--- config.mk ---
export PLATFORM = sky130hd
export DESIGN_NAME = ccw_tx
export DESIGN_NICKNAME = d
export VERILOG_FILES = /design/src/rtl/ccw_pkg.sv /design/src/rtl/ccw_tx_ser.sv /design/src/rtl/ccw_tx.sv
export SDC_FILE = /design/constraint.sdc
export NUM_CORES = 1
export LEC_CHECK = 0
export CAP_MARGIN = 10
export CORE_MARGIN = 5
export CORE_UTILIZATION = 30
export DETAILED_ROUTE_END_ITERATION = 8
export PLACE_DENSITY = 0.45
export SETUP_SLACK_MARGIN = 0.4
export SYNTH_ARGS = -nofsm -noshare
export SYNTH_HDL_FRONTEND = slang
export SYNTH_HIERARCHICAL = 1
export SYNTH_SLANG_ARGS = --single-unit
export TNS_END_PERCENT = 30
--- constraint.sdc ---
create_clock -name clk -period 2.95 [get_ports clk]
set_input_delay 0.885 -clock clk [delete_from_list [all_inputs] [get_ports clk]]
set_output_delay 0.885 -clock clk [all_outputs]
set_load 0.03 [all_outputs]
--- src/rtl/ccw_pkg.sv ---
// rtl/ccw_pkg.sv - shared types and constants for the CCW frame transmitter
package ccw_pkg;

    localparam int         CCW_BYTE_W       = 8;
    localparam logic [7:0] CCW_SYNC_DEFAULT = 8'h7E;

    typedef enum logic [2:0] {
        ST_IDLE    = 3'd0,
        ST_SYNC    = 3'd1,
        ST_LEN     = 3'd2,
        ST_PAYLOAD = 3'd3,
        ST_CSUM    = 3'd4,
        ST_GAP     = 3'd5
    } ccw_tx_state_t;

    function automatic logic [7:0] csum_add(input logic [7:0] acc, input logic [7:0] b);
        return acc + b;
    endfunction

endpackage

--- src/rtl/ccw_tx_ser.sv ---
// rtl/ccw_tx_ser.sv - bit divider and MSB-first shifter driving the HSI line
module ccw_tx_ser
    import ccw_pkg::*;
#(
    parameter int BIT_DIV = 4
) (
    input  logic                  clk,
    input  logic                  rst,
    input  logic                  load,
    input  logic [CCW_BYTE_W-1:0] din,
    output logic                  tx_d,
    output logic                  byte_end,
    output logic                  byte_pre
);

    localparam int              DIV_W    = $clog2(BIT_DIV);
    localparam logic [DIV_W-1:0] DIV_LAST = DIV_W'(BIT_DIV - 1);
    localparam logic [DIV_W-1:0] DIV_PRE  = DIV_W'(BIT_DIV - 2);

    logic [DIV_W-1:0]      div_cnt;
    logic [2:0]            bit_cnt;
    logic [CCW_BYTE_W-1:0] shreg;
    logic                  div_wrap;

    assign div_wrap = (div_cnt == DIV_LAST);
    assign byte_end = div_wrap && (bit_cnt == 3'd0);
    assign byte_pre = (div_cnt == DIV_PRE) && (bit_cnt == 3'd0);

    // The shifter fills with ones, so the line idles high once the last byte drains.
    always_ff @(posedge clk) begin
        if (rst) begin
            div_cnt <= '0;
            bit_cnt <= 3'd7;
            shreg   <= '1;
            tx_d    <= 1'b1;
        end else begin
            tx_d <= shreg[CCW_BYTE_W-1];
            if (load) begin
                shreg   <= din;
                div_cnt <= '0;
                bit_cnt <= 3'd7;
            end else if (div_wrap) begin
                shreg   <= {shreg[CCW_BYTE_W-2:0], 1'b1};
                div_cnt <= '0;
                bit_cnt <= bit_cnt - 1'b1;
            end else begin
                div_cnt <= div_cnt + 1'b1;
            end
        end
    end

endmodule

--- src/rtl/ccw_tx.sv ---
// rtl/ccw_tx.sv - CCW frame transmitter: fetch, checksum and framing FSM
module ccw_tx
    import ccw_pkg::*;
#(
    parameter int         BIT_DIV = 4,
    parameter logic [7:0] SYNC    = CCW_SYNC_DEFAULT,
    parameter int         IFG     = 16
) (
    input  logic       clk,
    input  logic       rst,
    input  logic [7:0] ccw_d,
    input  logic       ccw_tx_rdy,
    output logic       ccw_tx_en,
    output logic       ccw_clk,
    output logic       tx_d,
    output logic       tx_frame,
    output logic       busy,
    output logic       frame_done,
    output logic       frame_err
);

    localparam int               GAP_CLKS = IFG * BIT_DIV;
    localparam int               GAP_W    = $clog2(GAP_CLKS + 1);
    localparam logic [GAP_W-1:0] GAP_LAST = GAP_W'(GAP_CLKS - 1);

    ccw_tx_state_t    state;
    logic [7:0]       len_q;
    logic [7:0]       idx;
    logic [7:0]       csum;
    logic             err_q;
    logic [GAP_W-1:0] gap_cnt;

    logic       ser_load;
    logic [7:0] ser_din;
    logic       capture;
    logic       byte_end;
    logic       byte_pre;

    assign busy = (state != ST_IDLE);

    ccw_tx_ser #(
        .BIT_DIV (BIT_DIV)
    ) u_ser (
        .clk      (clk),
        .rst      (rst),
        .load     (ser_load),
        .din      (ser_din),
        .tx_d     (tx_d),
        .byte_end (byte_end),
        .byte_pre (byte_pre)
    );

    // Every load after SYNC lands on the edge that ends bit 0 of the byte in flight.
    always_comb begin
        ser_load = 1'b0;
        ser_din  = SYNC;
        capture  = 1'b0;
        case (state)
            ST_IDLE: begin
                ser_load = ccw_tx_rdy && !ccw_tx_en;
            end
            ST_SYNC: begin
                ser_load = byte_end;
                ser_din  = len_q;
            end
            ST_LEN: begin
                ser_load = byte_end;
                if (len_q != 8'd0) begin
                    ser_din = ccw_d;
                    capture = byte_end;
                end else begin
                    ser_din = csum;
                end
            end
            ST_PAYLOAD: begin
                ser_load = byte_end;
                if (idx == len_q) begin
                    ser_din = csum;
                end else begin
                    ser_din = ccw_d;
                    capture = byte_end;
                end
            end
            default: begin
                ser_load = 1'b0;
            end
        endcase
    end

    always_ff @(posedge clk) begin
        if (rst) begin
            state      <= ST_IDLE;
            len_q      <= '0;
            idx        <= '0;
            csum       <= '0;
            err_q      <= 1'b0;
            gap_cnt    <= '0;
            ccw_tx_en  <= 1'b0;
            ccw_clk    <= 1'b0;
            tx_frame   <= 1'b0;
            frame_done <= 1'b0;
            frame_err  <= 1'b0;
        end else begin
            // Framing outputs trail the FSM by one clk to line up with the registered line.
            ccw_clk    <= capture;
            tx_frame   <= (state == ST_SYNC) || (state == ST_LEN) ||
                          (state == ST_PAYLOAD) || (state == ST_CSUM);
            frame_done <= (state == ST_GAP) && (gap_cnt == '0);
            frame_err  <= err_q;

            if (capture) begin
                csum <= csum_add(csum, ccw_d);
                idx  <= idx + 1'b1;
                if (!ccw_tx_rdy) begin
                    err_q <= 1'b1;
                end
            end

            case (state)
                ST_IDLE: begin
                    if (ser_load) begin
                        len_q <= ccw_d;
                        csum  <= '0;
                        err_q <= 1'b0;
                        idx   <= '0;
                        state <= ST_SYNC;
                    end
                end
                ST_SYNC: begin
                    if (byte_end) begin
                        csum  <= len_q;
                        state <= ST_LEN;
                    end
                end
                ST_LEN: begin
                    // Raise the fetch enable a clk early so ccw_d holds payload at the capture.
                    if (byte_pre && (len_q != 8'd0)) begin
                        ccw_tx_en <= 1'b1;
                    end
                    if (byte_end) begin
                        state <= (len_q != 8'd0) ? ST_PAYLOAD : ST_CSUM;
                    end
                end
                ST_PAYLOAD: begin
                    if (byte_end && (idx == len_q)) begin
                        ccw_tx_en <= 1'b0;
                        state     <= ST_CSUM;
                    end
                end
                ST_CSUM: begin
                    if (byte_end) begin
                        gap_cnt <= '0;
                        state   <= ST_GAP;
                    end
                end
                ST_GAP: begin
                    if (gap_cnt == GAP_LAST) begin
                        state <= ST_IDLE;
                    end else begin
                        gap_cnt <= gap_cnt + 1'b1;
                    end
                end
                default: begin
                    state <= ST_IDLE;
                end
            endcase
        end
    end

endmodule

Yosys cells after proc, flatten, opt, wreduce, memory -nomap -nowiden
Cells that the tools add are included.
{"block": "totals", "ff_bits": 54, "latchBits": 0, "mem_bits_rw": 0, "rom_bits": 0, "in_bits": 11, "out_inout_bits": 7, "word_cells": 96, "memories": 0}
{"block": "classes", "add_sub_neg": 5, "multipliers": 0, "div_mod_pow": 0, "magnitude_cmp": 0, "n_eq_ne": 17, "shift": 0, "muxes": 34, "bitwise": 0, "reduce_logical": 25}
{"cell": "8-bit two-way mux", "count": 10}
{"cell": "8-bit one-hot mux with 3 select lines", "count": 1}
{"cell": "3-bit two-way mux", "count": 7}
{"cell": "3-bit one-hot mux with 6 select lines", "count": 1}
{"cell": "8-bit one-hot mux with 2 select lines", "count": 1}
{"cell": "7-bit two-way mux", "count": 2}
{"cell": "7-bit one-hot mux with 2 select lines", "count": 1}
{"cell": "2-bit inequality test, second input constant", "count": 5}
{"cell": "8-bit by 1-bit adder with 8-bit output, second input constant", "count": 1}
{"cell": "8-bit adder", "count": 1}
{"cell": "8-bit equality test", "count": 1}
{"cell": "1-bit two-way mux", "count": 8}
{"cell": "8-bit nonzero test", "count": 1}
{"cell": "7-bit by 1-bit adder with 7-bit output, second input constant", "count": 1}
{"cell": "7-bit by 6-bit equality test with 1-bit output, second input constant", "count": 1}
{"cell": "7-bit zero test", "count": 1}
{"cell": "3-bit by 2-bit equality test with 1-bit output, second input constant", "count": 2}
{"cell": "3-bit equality test, second input constant", "count": 2}
{"cell": "1-bit logical AND", "count": 6}
{"cell": "3-bit zero test", "count": 2}
{"cell": "2-bit by 1-bit inequality test with 1-bit output, second input constant", "count": 3}
{"cell": "1-bit one-hot mux with 2 select lines", "count": 3}
{"cell": "3-bit AND reduction", "count": 2}
{"cell": "6-bit AND reduction", "count": 1}
{"cell": "other kinds (11)", "count": 17}

Depth between registers and ports, before layout
Gate-level depths: netlist of the first run.
{"block": "depth", "ltp_word": 7, "depth_mapped": 11, "depth_no_buf": 9}

Hierarchy
The synthesis of the first run kept the hierarchy.
{"module": "ccw_tx", "instances": 1, "cells_each": 286, "area_per_inst_um2": 2453.6, "seq_area_each_um2": 800.8}
{"module": "ccw_tx_ser", "instances": 1, "cells_each": 55, "area_per_inst_um2": 615.6, "seq_area_each_um2": 280.3}

Worst setup path after synthesis of the first run
OpenSTA, ideal clock, no wires.
{"block": "synth_timing", "kind": "in2reg", "startpoint": "input ccw_d[0]", "endpoint": "register csum[6]", "setup_time_ps": 86, "t_arrival_ps": 2408, "required_ps": 2864, "setup_slack_ps": 455, "path_stages": 8, "path_buffers": 0, "cell_sequence": "ha_1 -> fa_1 -> a211oi_1 -> o21bai_1 -> a21oi_1 -> xnor2_1 -> mux2i_1 -> a221oi_2"}
{"block": "synth_via", "elab_chain_cells": 4, "word_cells_on_any_way": 5, "classes_between": "add/sub: 1; mux: 4"}
{"element": "start, declared", "line": "ccw_tx.sv:11", "source": "input logic [7:0] ccw_d,"}
{"element": "8-bit adder *", "line": "ccw_pkg.sv:17", "source": "return acc + b;"}
{"element": "8-bit two-way mux *", "line": "ccw_tx.sv:111", "source": "if (capture) begin"}
{"element": "8-bit two-way mux, on equally long branches", "line": "ccw_tx.sv:130, ccw_tx.sv:121"}
{"element": "8-bit one-hot mux with 2 select lines *", "line": "ccw_tx.sv:119", "source": "case (state)"}
{"element": "end signal, assigned", "line": "ccw_tx.sv:112", "source": "csum <= csum_add(csum, ccw_d);"}
{"element": "end signal, assigned", "line": "ccw_tx.sv:131", "source": "csum <= len_q;"}
{"element": "end, declared", "line": "ccw_tx.sv:29", "source": "logic [7:0] csum;"}
Every way passes the cells marked *; elsewhere a longest branch is shown, timed or not.
A chain may end at the register's enable or synchronous reset.

Final worst setup path of the first run
{"block": "layout_timing", "startpoint": "input ccw_tx_rdy", "endpoint": "register csum[7]"}
{"block": "layout_via", "elab_chain_cells": 4}
{"element": "start, declared", "line": "ccw_tx.sv:12", "source": "input logic ccw_tx_rdy,"}
{"element": "1-bit logical AND", "line": "ccw_tx.sv:60", "source": "ser_load = ccw_tx_rdy && !ccw_tx_en;"}
{"element": "1-bit one-hot mux with 2 select lines", "line": "ccw_tx.sv:58", "source": "case (state)"}
{"element": "8-bit two-way mux", "line": "ccw_tx.sv:121", "source": "if (ser_load) begin"}
{"element": "8-bit one-hot mux with 2 select lines", "line": "ccw_tx.sv:119"}
Every way passes these cells.

==> results of run 1 <==
-- registers in the layout (all words and copies together) (netlist names), 2 cells and up --
register,count
csum,8
idx,8
len_q,8
u_ser/shreg,8
gap_cnt,7
state,3
u_ser/bit_cnt,3
u_ser/div_cnt,2
-- path summary, 6_finish.rpt --
kind | from | endpoint | slack (ns) | depth (start not counted)
worst max-delay path | ccw_tx_rdy | csum[7]$_SDFF_PP0_ | 0.44 | 7
worst max register to register | u_ser/bit_cnt[0]$_SDFFE_PP1P_ | idx[6]$_SDFF_PP0_ | 0.74 | 7
worst min-delay path | u_ser/shreg[7]$_SDFFE_PP1P_ | u_ser/tx_d$_SDFF_PP1_ | 0.46 | 1
worst min register to register | u_ser/shreg[7]$_SDFFE_PP1P_ | u_ser/tx_d$_SDFF_PP1_ | 0.46 | 1
-- cell usage after synthesis, drive strengths merged, types with 8 or more instances --
| cell type | count | area share |
|---|---|---|
| a21oi | 18 | 0.029 |
| buf | 11 | 0.024 |
| dfxtp | 54 | 0.35 |
| ha | 14 | 0.057 |
| inv | 9 | 0.011 |
| mux2i | 30 | 0.098 |
| nand2 | 19 | 0.029 |
| nand3 | 8 | 0.013 |
| nor2 | 46 | 0.057 |
| nor3 | 13 | 0.025 |
| o21ai | 15 | 0.026 |
| xnor2 | 13 | 0.037 |
| xor2 | 13 | 0.037 |
-- stage by stage --
step	utilization	area, µm²
floorplan	-	3070
global placement	0.339	3440
detailed placement	0.339	3440
CTS	0.351	3560
global route	0.356	3610
finish	0.356	3610
-- cells by family (layout without fill, tap and decap cells) --
group,count (synthesis),in the layout,share of synthesized area
muxes,31,31,0.102
and+or+nand+nor,127,127,0.225
xor gates and xnor gates,26,26,0.0742
adders and majority gates,15,15,0.0636
buffers and inverters,26,51,0.0428
DFF,54,54,0.352
AOI/OAI and AO/OA,62,62,0.141
-- cell type report --
cell class | instances | area share
Multi-Input combinational cell | 261 | 0.530
Timing Repair Buffer | 34 | 0.0835
Sequential cell | 54 | 0.299
Tap cell | 136 | 0.0471
Inverter | 9 | 0.00935
Clock buffer | 8 | 0.0305
-- power groups by stage --
stage / Sequential [W] / Clock, W / Combinational (W)
finish: 0.000766 / 0.000481 / 0.000241
global route: 0.000769 / 0.000535 / 0.000265
CTS: 0.000767 / 0.000506 / 0.000242
detailed placement: 0.000783 / 0 / 0.000241
global placement: 0.000784 / 0 / 0.000240
floorplan: 0.000779 / 0 / 0.000173
-- timing repair --
item	in CTS	in global routing
resized for setup	4	7
pin swaps	2	1
endpoints found under the setup margin	3	3
-- metal layers --
layer / part of all wire / wire (µm) / vias to the layer above / track usage
met3: 0.026 / 192 / 5 / 0.0257
met5: 0 / 0 / - / 0
met4: 0.0098 / 72 / 0 / 0.0268
li1: - / - / 1244 / -
met1: 0.49 / 3600 / 1182 / 0.161
met2: 0.48 / 3510 / 23 / 0.208
-- cell usage in the layout (no fill, tap or decap), types with 3 or more instances in the layout --
master	n
nand4_1	3
ha_1	10
xnor2_1	13
dfxtp_1	54
clkbuf_8	8
nand3_1	8
nor2_1	45
o21bai_1	3
buf_4	17
nor4_1	4
inv_1	9
o21ai_0	7
xor2_1	13
or3_1	5
a2bb2oi_1	7
nor2b_1	4
nand2_1	18
ha_4	3
a21oi_1	17
o21ai_1	7
clkdlybuf4s50_1	14
nand2b_1	5
nor3_1	12
mux2i_1	30
==> impl_metrics.toml, run 1 <==
[logic_synthesis]
yosys.cell_types.count = 59
synth_fp_nets = 367
yosys_warnings = 6
syn_area_um2 = 3070
yosysSeqAreaShare = 0.352
synth_edf_count = 0
syn_area_per_cell_um2 = 9.00
synth_ff_type = "dfxtp_1"
async_reset_ff_frac = 0
ys_ff_latch = 54
syn_inst = 341

[critical_path]
start_kind = "input pin"
required_ns = 3.15
cpMaxStageDelayCell = "clkdlybuf4s50_1"
path_max_fanout = 5
critPathBufInv = 1
slowest_delay_ns = 0.54
crit_path_cell_trace = "clkdlybuf4s50_1 -> or3b_1 -> a211oi_1 -> or2_1 -> nor2_1 -> a22oi_1 -> nand2_1"
path_delay_family = "simple AND/OR/NAND/NOR gates"
crit_arrival_ns = 2.72
worstSetupPathType = "input pin to register"
crit_path_end_kind = "register"

[floorplanning]
rows = 37
core-area_um2 = 10100
die_x_um = 111
pin_count = 18
dieArea_um2 = 12400
initial_core_util = 0.303
die_h_um = 111

[drt]
drtIter0Drc = 81
drt-pass1-iter-count = 4
drc = 0
vias = 2454
wl_mm = 7.37
vias_per_cell = 4.89
ant_nets = 0
wl_per_cell_um = 14.7

[pwr]
power.total_w = 0.00149
power_frac_comb = 0.162
p_switching_w = 0.000398
leakage_nw = 1.47
internal_power_w = 0.00109
switching_share = 0.267
clock_power_share = 0.323
ir_drop_mv = 0.207
pwr-share-seq = 0.515
p_per_area_nw_per_um2 = 412

[cts]
holdBufCountCts = 0
htree_levels = 2
cts.clk_slew.worst_paths_ns = 0.09
clock-sinks = 54
insertion_delay_ns = 0.31
cts_tree = "done"
postCtsSetupBuffers = 0
root_buffer = "clkbuf_8"
numCtsBuffers = 5
cts_buffer_depth = 2

[grt]
grt_remaining_overflow = 0
grt_pass1_wl_mm = 12.5
grt_max_degree = 17
grt_pass1_vias = 2467
track_usage = 0.123
antenna_found_initial = 0

[timing]
setup_tns_ns = 0
skew_ns = 0.00906
fin_hold_ws_ns = 0.458
layout_min_cycle_time_ns = 2.51
rsz0062_at_grt = "yes"
setup_violations = 0
hold_viol = 0
fmax_mhz = 398
period_share = 0.852
relSlewSlack = 0.640
worst_slack_ns = 0.437
worst_pin_slew_ns = 0.535
drv_slew = 0

[placement]
dp.cells = 494
gp_congestion = 0.747
place_ws_ns = -0.167
hpwl_mm = 5.48
port_buffers = 17

[worst_hold_path]
hold_path.class = "register to register"

[finish]
multi_input_area_um2 = 1920
fill_cells = 1079
drive_gt1_frac = 0.131
stdcell_count = 502
num_antenna_cells = 0
area_growth_pct = 17.7
finalNetCount = 391
regArea_um2 = 1080

[status]
outcome = "finished, final reports clean"

[job]
maxCapViolCount = 0
(Power assumes the default switching activity.)
==> run 2, diff against run 1 <==
Settings changed: SYNTH_HIERARCHICAL 1 to unset.
==> run 2 against run 1 <==
  * Via count up 3.9%
  * Core utilization rose by 0.089 points
  * Flip-flop and latch count unchanged
  * Fmax is 1.3% lower
  * Wire length grew 4.8%
  * Synthesized cell count rose by 2.6%
==> impl_metrics.toml, run 2 <==
[critical_path]
crit_path_end_kind = "register"
path_max_fanout = 3
r2r_slack_ns = 0.70
startpoint = "ccw_d[1]"
r2r-start = "len_q[4]$_SDFFE_PP0P_"
worstSetupPathType = "input pin to register"
r2r_cells = 5
start_kind = "input pin"
crit_arrival_ns = 2.74
required_ns = 3.15
r2r-end = "u_ser.shreg[0]$_SDFFE_PP1P_"

[logic_synthesis]
ys_top_cells_by_count = "dfxtp_1 (54), nor2_1 (42), nand2_1 (37)"
synth_most_common_cell = "dfxtp_1"
netlist.area_leader.share = 0.353
yosys.area.top_type = "dfxtp_1"
ys_ff_latch = 54
synth_ff_type = "dfxtp_1"
syn_inst = 350
yosys_warnings = 0
synth_edf_count = 0
yosys.cell_types.count = 54
syn_area_per_cell_um2 = 8.75
yosysSeqAreaShare = 0.353
yosys-top-cells-area = "dfxtp_1 (35%), ha_1 (5.7%), mux2i_1 (5.6%), nor2_1 (5.1%), nand2_1 (4.5%)"
syn_area_um2 = 3060
synth_fp_nets = 376
async_reset_ff_frac = 0

[placement]
port_buffers = 17
dpl-instance-area_um2 = 3390
hpwl_mm = 5.74
gp_congestion = 0.799

[cts]
insertion_delay_ns = 0.31
root_buffer = "clkbuf_8"
numCtsBuffers = 5
htree_levels = 2
holdBufCountCts = 0
cts_buffer_depth = 2
clock-sinks = 54
cts.clk_slew.worst_paths_ns = 0.10
cts_tree = "done"

[floorplanning]
initial_core_util = 0.311
pin_count = 18
dieArea_um2 = 12300
core-area_um2 = 9860
die_x_um = 111
die_h_um = 111
rows = 36

[finish]
drive_gt1_frac = 0.111
num_antenna_cells = 0
mostFrequentLayoutCells = "dfxtp_1 (54), nor2_1 (42), nand2_1 (37)"
area_growth_pct = 15.0
final_common_cell = "dfxtp_1"
fill_cells = 1021
finalNetCount = 404
final_area_um2 = 3520

[drt]
ant_nets = 0
drc = 0
wl_mm = 7.72
met3_length_um = 250
vias = 2549
route.met2.wl_mm = 3.42
vias_per_cell = 4.99
drtIter0Drc = 106
drt-pass1-iter-count = 4
top_layer_used = "met4"
wl_per_cell_um = 15.1
m1WireLength_mm = 3.94

[timing]
fmax_mhz = 393
setup_tns_ns = 0
worst_pin_slew_ns = 0.915
skew_ns = 0.0129
setup_violations = 0
rsz0062_at_grt = "yes"
layout_min_cycle_time_ns = 2.55
drv_slew = 0
hold_viol = 0
period_share = 0.864
relSlewSlack = 0.384

[pwr]
leakage_nw = 1.38
p_per_area_nw_per_um2 = 564
ir_drop_mv = 0.251

[grt]
grt_pass1_wl_mm = 13.3
grt_max_degree = 18
grt_pass1_vias = 2683
antenna_found_initial = 0
grt_remaining_overflow = 0
track_usage = 0.129

[job]
maxCapViolCount = 0

[status]
outcome = "finished, final reports clean"

[worst_hold_path]
min_to = "u_ser.div_cnt[0]$_SDFF_PP0_"
worstHoldStart = "u_ser.div_cnt[0]$_SDFF_PP0_"
hold_path.class = "register to register"
hold_depth = 1
==> run 2: cell types whose count changed in the layout (fill, tap and decap cells not counted), sizes merged, moves of 6 or more <==
cell / before / now
a21oi: 18 / 9
a2bb2oi: 7 / 0
a221o: 0 / 7
nor4: 7 / 1
o2111ai: 0 / 11
mux2i: 30 / 17
nand2: 19 / 37
inv: 9 / 16
==> run 2: layout make-up <==
class / count / area, µm² / share of cell area
clock buffers: 6 / 82.6 / 0.0234
clock inverters: 1 / 30.0 / 0.00852
inverters: 16 / 60.1 / 0.0170
multi-input cells: 264 / 1780 / 0.506
flip-flops and latches: 54 / 1080 / 0.307
well taps: 133 / 166 / 0.0472
repair buffers: 37 / 322 / 0.0913
==> run 2: per-stage QoR <==
step                      setup slack, ns  hold WS (ns)  total power (W)  std cells  utilization
after floorplan                     0.452         0.418          0.00133        350            -
after CTS                           0.329         0.474          0.00201        510        0.356
after global routing                0.299         0.478          0.00210        511        0.357
after global placement             -0.105         0.448          0.00149        503        0.344
after detailed placement           -0.102         0.451          0.00149        503        0.344
final                               0.403         0.466          0.00199        511        0.357
==> run 2: cell families after synthesis <==
family,share of synthesized area
adder cells (fa/ha/maj),0.0637
AO/OA/AOI/OAI,0.166
XOR/XNOR,0.0801
AND/OR/NAND/NOR,0.213
buffers and inverters,0.0682
flip-flops,0.353
multiplexers,0.0556
==> run 2: metal layers <==
metal / vias up / track usage
met3: 10 / 0.0262
li1: 1294 / -
met5: - / 0
met1: 1206 / 0.176
met4: 0 / 0.0397
met2: 39 / 0.206
==> run 2: worst max-delay path by stage <==
stage | slack [ns] | cells past startpoint | endpoint
final | 0.40 | 9 | csum[7]$_SDFF_PP0_
after global routing | 0.30 | 9 | csum[7]$_SDFF_PP0_
after CTS | 0.33 | 9 | csum[6]$_SDFF_PP0_
after detailed placement | -0.10 | 9 | csum[6]$_SDFF_PP0_
after global placement | -0.11 | 9 | csum[6]$_SDFF_PP0_
after floorplan | 0.45 | 8 | csum[6]$_SDFF_PP0_
==> run 2: what timing repair did <==
item	in CTS	in global routing
gates resized for setup	3	2
setup buffers	0	1
setup endpoints to repair	4	5
cloned	0	0
pin swaps	0	4
==> run 2: worst max-delay path, cell delays in order <==
cell and delay (ns):
clkdlybuf4s50_1 0.45, buf_4 0.16, ha_1 0.27, a21oi_1 0.21, o2111ai_1 0.22, a21o_1 0.21
o2111ai_1 0.10, xor2_1 0.16, o21ai_0 0.08
==> run 2: where the power goes <==
part	leakage, nW	internal (W)	switching, W	total [W]
logic	0.887	0.000242	0.000347	0.000590
clock network	0.0573	0.000272	0.000250	0.000523
registers	0.439	0.000802	0.0000728	0.000874
total	1.38	0.00132	0.000670	0.00199
==> RTL edit 1: new RTL, settings of run 1 <==
`BIT_DIV` is set to 4 in 2 places; all go to 16.
--- a/src/rtl/ccw_tx_ser.sv
+++ b/src/rtl/ccw_tx_ser.sv
@@ -3,5 +3,5 @@
     import ccw_pkg::*;
 #(
-    parameter int BIT_DIV = 4
+    parameter int BIT_DIV = 16
 ) (
     input  logic                  clk,
--- a/src/rtl/ccw_tx.sv
+++ b/src/rtl/ccw_tx.sv
@@ -3,5 +3,5 @@
     import ccw_pkg::*;
 #(
-    parameter int         BIT_DIV = 4,
+    parameter int         BIT_DIV = 16,
     parameter logic [7:0] SYNC    = CCW_SYNC_DEFAULT,
     parameter int         IFG     = 16
Behaviour: not the same (Yosys sat finds a counterexample within 10 cycles, from zero or initial values and one cycle with rst high).
==> RTL edit 1 against run 1 <==
- core utilization grew 1.2 points
- synthesized area grew 9.3%
- sequential cell count grew 4
- count of clock-buffer cells in the layout grew 6
- largest cell class unchanged
- first-iteration DRC count grew 89%
- maximum frequency shrank 0.56%
- cell count grew 11%
- routed wire length grew 15%
- setup slack lost 0.014 ns
- die area grew 8.5%
- critical endpoint is now csum[6]$_SDFF_PP0_
- cell area grew 11%
Power is not compared: it rests on default switching activity, and its combinational part moved more than twofold at a synthesized area within 25%.
==> RTL edit 1: results (changes against run 1) <==
| Metric | Value |
|---|---|
| Status | `completed` |
| Post-synthesis cell type count | `61 (+3.4%)` |
| Total CTS buffers | `9 (+4)` |
| Fillers | `1130 (+4.7%)` |
| H-tree Lvls | `3 (+1)` |
| Worst-path clk slew | `0.07 ns (-0.02 ns)` |
| Met3 Use GR | `3.45% (+0.88 points)` |
| Most frequent cells after synthesis | `dfxtp_1 (58), nor2_1 (49), nand2_1 (28)` |
| Worst Max-Slew Pin Slew | `0.443 ns (-0.0924 ns)` |
| DP HPWL | `6130 um (+12%)` |
| Pin count of the biggest net entering global routing | `22 (+5)` |
| Routing usage on met1 | `18.9% (+2.8 points)` |
| Most flops, register | `gap_cnt` |
| Average wire per standard cell | `15.2 um (+3.6%)` |
| Share of layout cells above drive strength 1 | `18.9% (+5.8 points)` |
| Crit-path max FO | `4 (-1)` |
| Area after DPL | `3760 um2 (+9.4%)` |
| Critical path launch point | `ccw_d[2]` |
| Vias per inst | `4.96 (+1.4%)` |
| Leak pwr | `1.59 nW` |
| Nets | `440 (+13%)` |
| Synth top area cells | `dfxtp_1 (35%), ha_1 (5.6%), nor2_1 (5.5%)` |
| Iter 0 DRT Violations | `153 (+89%)` |
| GP Congestion | `0.806 (+7.9%)` |
| Worst R2R Start | `len_q[6]$_SDFFE_PP0P_` |
| Clock skew | `0.00661 ns (-0.00245 ns)` |
| Met2 Usage GRT | `21.4% (+0.61 points)` |
| Global-route wire length before repair | `14400 um (+15%)` |
| Vias in the first global route | `2792 (+13%)` |
| Number of flip-flops in the largest register | `9` |
## RTL edit 1: kinds of logic (layout without fill, tap and decap cells)
| kind of cell | count (synthesis) | after routing | synth area share, % |
|---|---|---|---|
| buf+inv | 27 | 67 | 4.32 |
| flops | 58 | 58 | 34.6 |
| mux | 15 | 15 | 4.47 |
| xor+xnor | 23 | 23 | 6.00 |
| fa+ha+maj | 16 | 16 | 6.19 |
| compound gates | 88 | 88 | 19.9 |
| simple gates | 151 | 151 | 24.5 |
## RTL edit 1: path summary, 6_finish.rpt
kind | slack [ns] | depth (start not counted) | endpoint
setup / recovery | 0.42 | 8 | csum[6]$_SDFF_PP0_
hold / removal | 0.45 | 1 | u_ser/tx_d$_SDFF_PP1_
setup reg to reg | 0.54 | 7 | u_ser/shreg[2]$_SDFFE_PP1P_
hold reg to reg | 0.45 | 1 | u_ser/tx_d$_SDFF_PP1_
## RTL edit 1: per-stage QoR
step	power (mW)	hold slack, ns	util (%)	worst slack [ns]	std cells
2_1_floorplan	1.64	0.417	-	0.551	378
3_3_place_gp	1.90	0.426	34.6	0.0230	541
3_5_place_dp	1.90	0.435	34.6	0.0173	541
4_1_cts	2.61	0.451	36.2	0.383	557
5_1_grt	2.77	0.487	36.8	0.339	558
6_report	2.58	0.447	36.8	0.423	558
## RTL edit 1: what timing repair did
item,CTS,global route
hold buffers,0,0
gates resized for setup,1,9
pin swaps,0,2
setup buffers,0,1
setup endpoints to repair,2,8
hold endpoints to repair,0,0
cloned,0,0
## RTL edit 1: layout make-up
type	count	area (um2)	share of cell area [%]
Clock buffer	14	173	4.31
Tap cell	140	175	4.37
Timing Repair Buffer	39	337	8.40
Sequential cell	58	1160	29.0
Inverter	12	45.0	1.12
Clock inverter	2	10.0	0.250
Multi-Input combinational cell	293	2110	52.6
## RTL edit 1: routing by layer
layer	wire length [um]	share of wire, %
met1	4350	51
met2	3740	44
met4	97	1.1
met3	298	3.5
met5	0	0
## RTL edit 1: where the power goes
part	internal, mW	total [mW]	switching (mW)
sequential	0.874	0.961	0.0867
combinational	0.393	0.928	0.534
clock	0.372	0.690	0.318
## RTL edit 1: critical path, cell delays in order
cell and delay [ns]:
clkdlybuf4s50_1 0.44, ha_1 0.37, nor2b_2 0.18, o31a_1 0.25, o21a_1 0.18, or3_1 0.30
nand3_1 0.09, a211oi_1 0.06
==> RTL edit 2: new RTL, config.mk and constraints of run 1 <==
Made on the original files. Encoding of `ccw_tx_state_t`: now one-hot (6 bits for 6 states).
--- a/src/rtl/ccw_pkg.sv
+++ b/src/rtl/ccw_pkg.sv
@@ -5,11 +5,11 @@
     localparam logic [7:0] CCW_SYNC_DEFAULT = 8'h7E;
 
-    typedef enum logic [2:0] {
-        ST_IDLE    = 3'd0,
-        ST_SYNC    = 3'd1,
-        ST_LEN     = 3'd2,
-        ST_PAYLOAD = 3'd3,
-        ST_CSUM    = 3'd4,
-        ST_GAP     = 3'd5
+    typedef enum logic [5:0] {
+        ST_IDLE    = 6'b000001,
+        ST_SYNC    = 6'b000010,
+        ST_LEN     = 6'b000100,
+        ST_PAYLOAD = 6'b001000,
+        ST_CSUM    = 6'b010000,
+        ST_GAP     = 6'b100000
     } ccw_tx_state_t;
 
Behaviour: same outputs for any inputs over 10 cycles, from zero or initial values and one cycle with rst high; not proved beyond that.
==> RTL edit 2 against run 1 <==
- cell area increased by 0.42%
- worst hold slack got worse by 0.0017 ns
- synthesized area shrank 2.0%
- synthesized cell count down 0.59%
- setup slack gained 0.038 ns
- sequential cell count rose by 3
- core utilization rose by 1.5 points
- routed wire length grew 0.99%
Power is not compared: it rests on default switching activity, and its combinational part moved more than twofold at a synthesized area within 25%.
==> RTL edit 2: results (changes against run 1) <==
| Metric | Value |
|---|---|
| Status | `completed` |
| FF+latch count | `57 (+5.6%)` |
| Fillers | `1024 (-5.1%)` |
| IO Port Bufs | `17 (unchanged)` |
| Cell Int Power | `1.60 mW` |
| Share of layout cells above drive strength 1 | `11.6% (-1.6 points)` |
| Worst-skew pair later-pin latency | `0.34 ns (+0.03 ns)` |
| Met3 wire len | `243 um (+27%)` |
| Multi-input logic cell count | `258 (-1.1%)` |
| Buffering overhead | `7.31% (-1.0 points)` |
| Vias per inst | `4.92 (+0.62%)` |
| Total CTS buffers | `9 (+4)` |
| Most frequent cells after synthesis | `dfxtp_1 (57), nand2_1 (39), nor2_1 (28)` |
| Pre-CTS worst setup slack | `0.0468 ns (+0.214 ns)` |
| Inverters excl. clock | `13 (+4)` |
| Total Routing Usage GR | `13.5% (+1.2 points)` |
| Pin count of the biggest net entering global routing | `21 (+4)` |
| Iter 0 DRT Violations | `95 (+17%)` |
| CP arrival | `1.59 ns (-1.13 ns)` |
| Post-synthesis cell type count | `53 (-10%)` |
| Global-route wire length before repair | `12400 um (-0.83%)` |
| Nets | `394 (+0.77%)` |
| Routing usage on met1 | `17.5% (+1.4 points)` |
| Clock buf/inv share | `5.90% (+2.9 points)` |
| Worst-path clk slew | `0.06 ns (-0.03 ns)` |
| Synth top area cells | `dfxtp_1 (38%), mux2i_1 (8.0%), ha_1 (5.8%)` |
| Post-synthesis sequential area ratio | `37.9% (+2.7 points)` |
| DP HPWL | `5370 um (-2.0%)` |
| Crit-path max FO | `8 (+3)` |
| Syn_nets | `365 (-0.54%)` |
| Met2 wire length | `3520 um (+0.51%)` |
| Met3 Use GR | `3.32% (+0.75 points)` |
| Met2 Usage GRT | `21.3% (+0.52 points)` |
| Clock skew | `0.0108 ns (+0.00169 ns)` |
| Routed wire length | `7440 um (+0.99%)` |
| Vias in the first global route | `2366 (-4.1%)` |
| Worst Max-Slew Pin Slew | `0.652 ns (+0.117 ns)` |
## RTL edit 2: changes by cell type after synthesis, moves of 4 or more
cell,run 1,this run
nand2_1,18,39
nor2_1,45,28
xor2_1,13,17
inv_1,9,13
buf_2,6,1
o2111ai_1,0,4
a221oi_1,0,6
xnor2_1,13,6
mux2i_1,30,24
## RTL edit 2: through the flow
step,area (um2),cells
after global routing,3630,505
after global placement,3360,489
after CTS,3580,504
after floorplan,3010,339
after detailed placement,3360,489
final,3630,505
## RTL edit 2: path summary, 6_finish.rpt
path	from	endpoint	slack [ns]	cells past startpoint
hold / removal	u_ser/shreg[7]$_SDFFE_PP1P_	u_ser/tx_d$_SDFF_PP1_	0.46	1
hold reg to reg	u_ser/shreg[7]$_SDFFE_PP1P_	u_ser/tx_d$_SDFF_PP1_	0.46	1
setup reg to reg	state[3]$_SDFFE_PP0P_	idx[5]$_SDFF_PP0_	0.53	7
setup / recovery	state[2]$_SDFFE_PP0P_	busy	0.47	3
## RTL edit 2: repair_timing
item	4_1_cts	5_1_grt
endpoints found under the hold margin	0	0
pin swaps	0	2
gates resized for setup	4	10
buffers inserted	0	1
setup endpoints to repair	1	13
## RTL edit 2: critical path, stage by stage, from the launching register on
cell             delay (ns)
dfxtp_1                0.41
nor4_4                 0.37
nand3b_1               0.17
clkdlybuf4s15_2        0.31
## RTL edit 2: cell families (layout without fill, tap and decap cells)
kind of cell	after synthesis	after routing	share of synthesized area, %
adder cells (fa/ha/maj)	15	15	6.49
buffers and inverters	24	57	4.03
XOR/XNOR	23	23	6.70
multiplexers	24	24	7.99
AND/OR/NAND/NOR	133	133	22.7
flip-flops	57	57	37.9
AO/OA/AOI/OAI	63	63	14.2
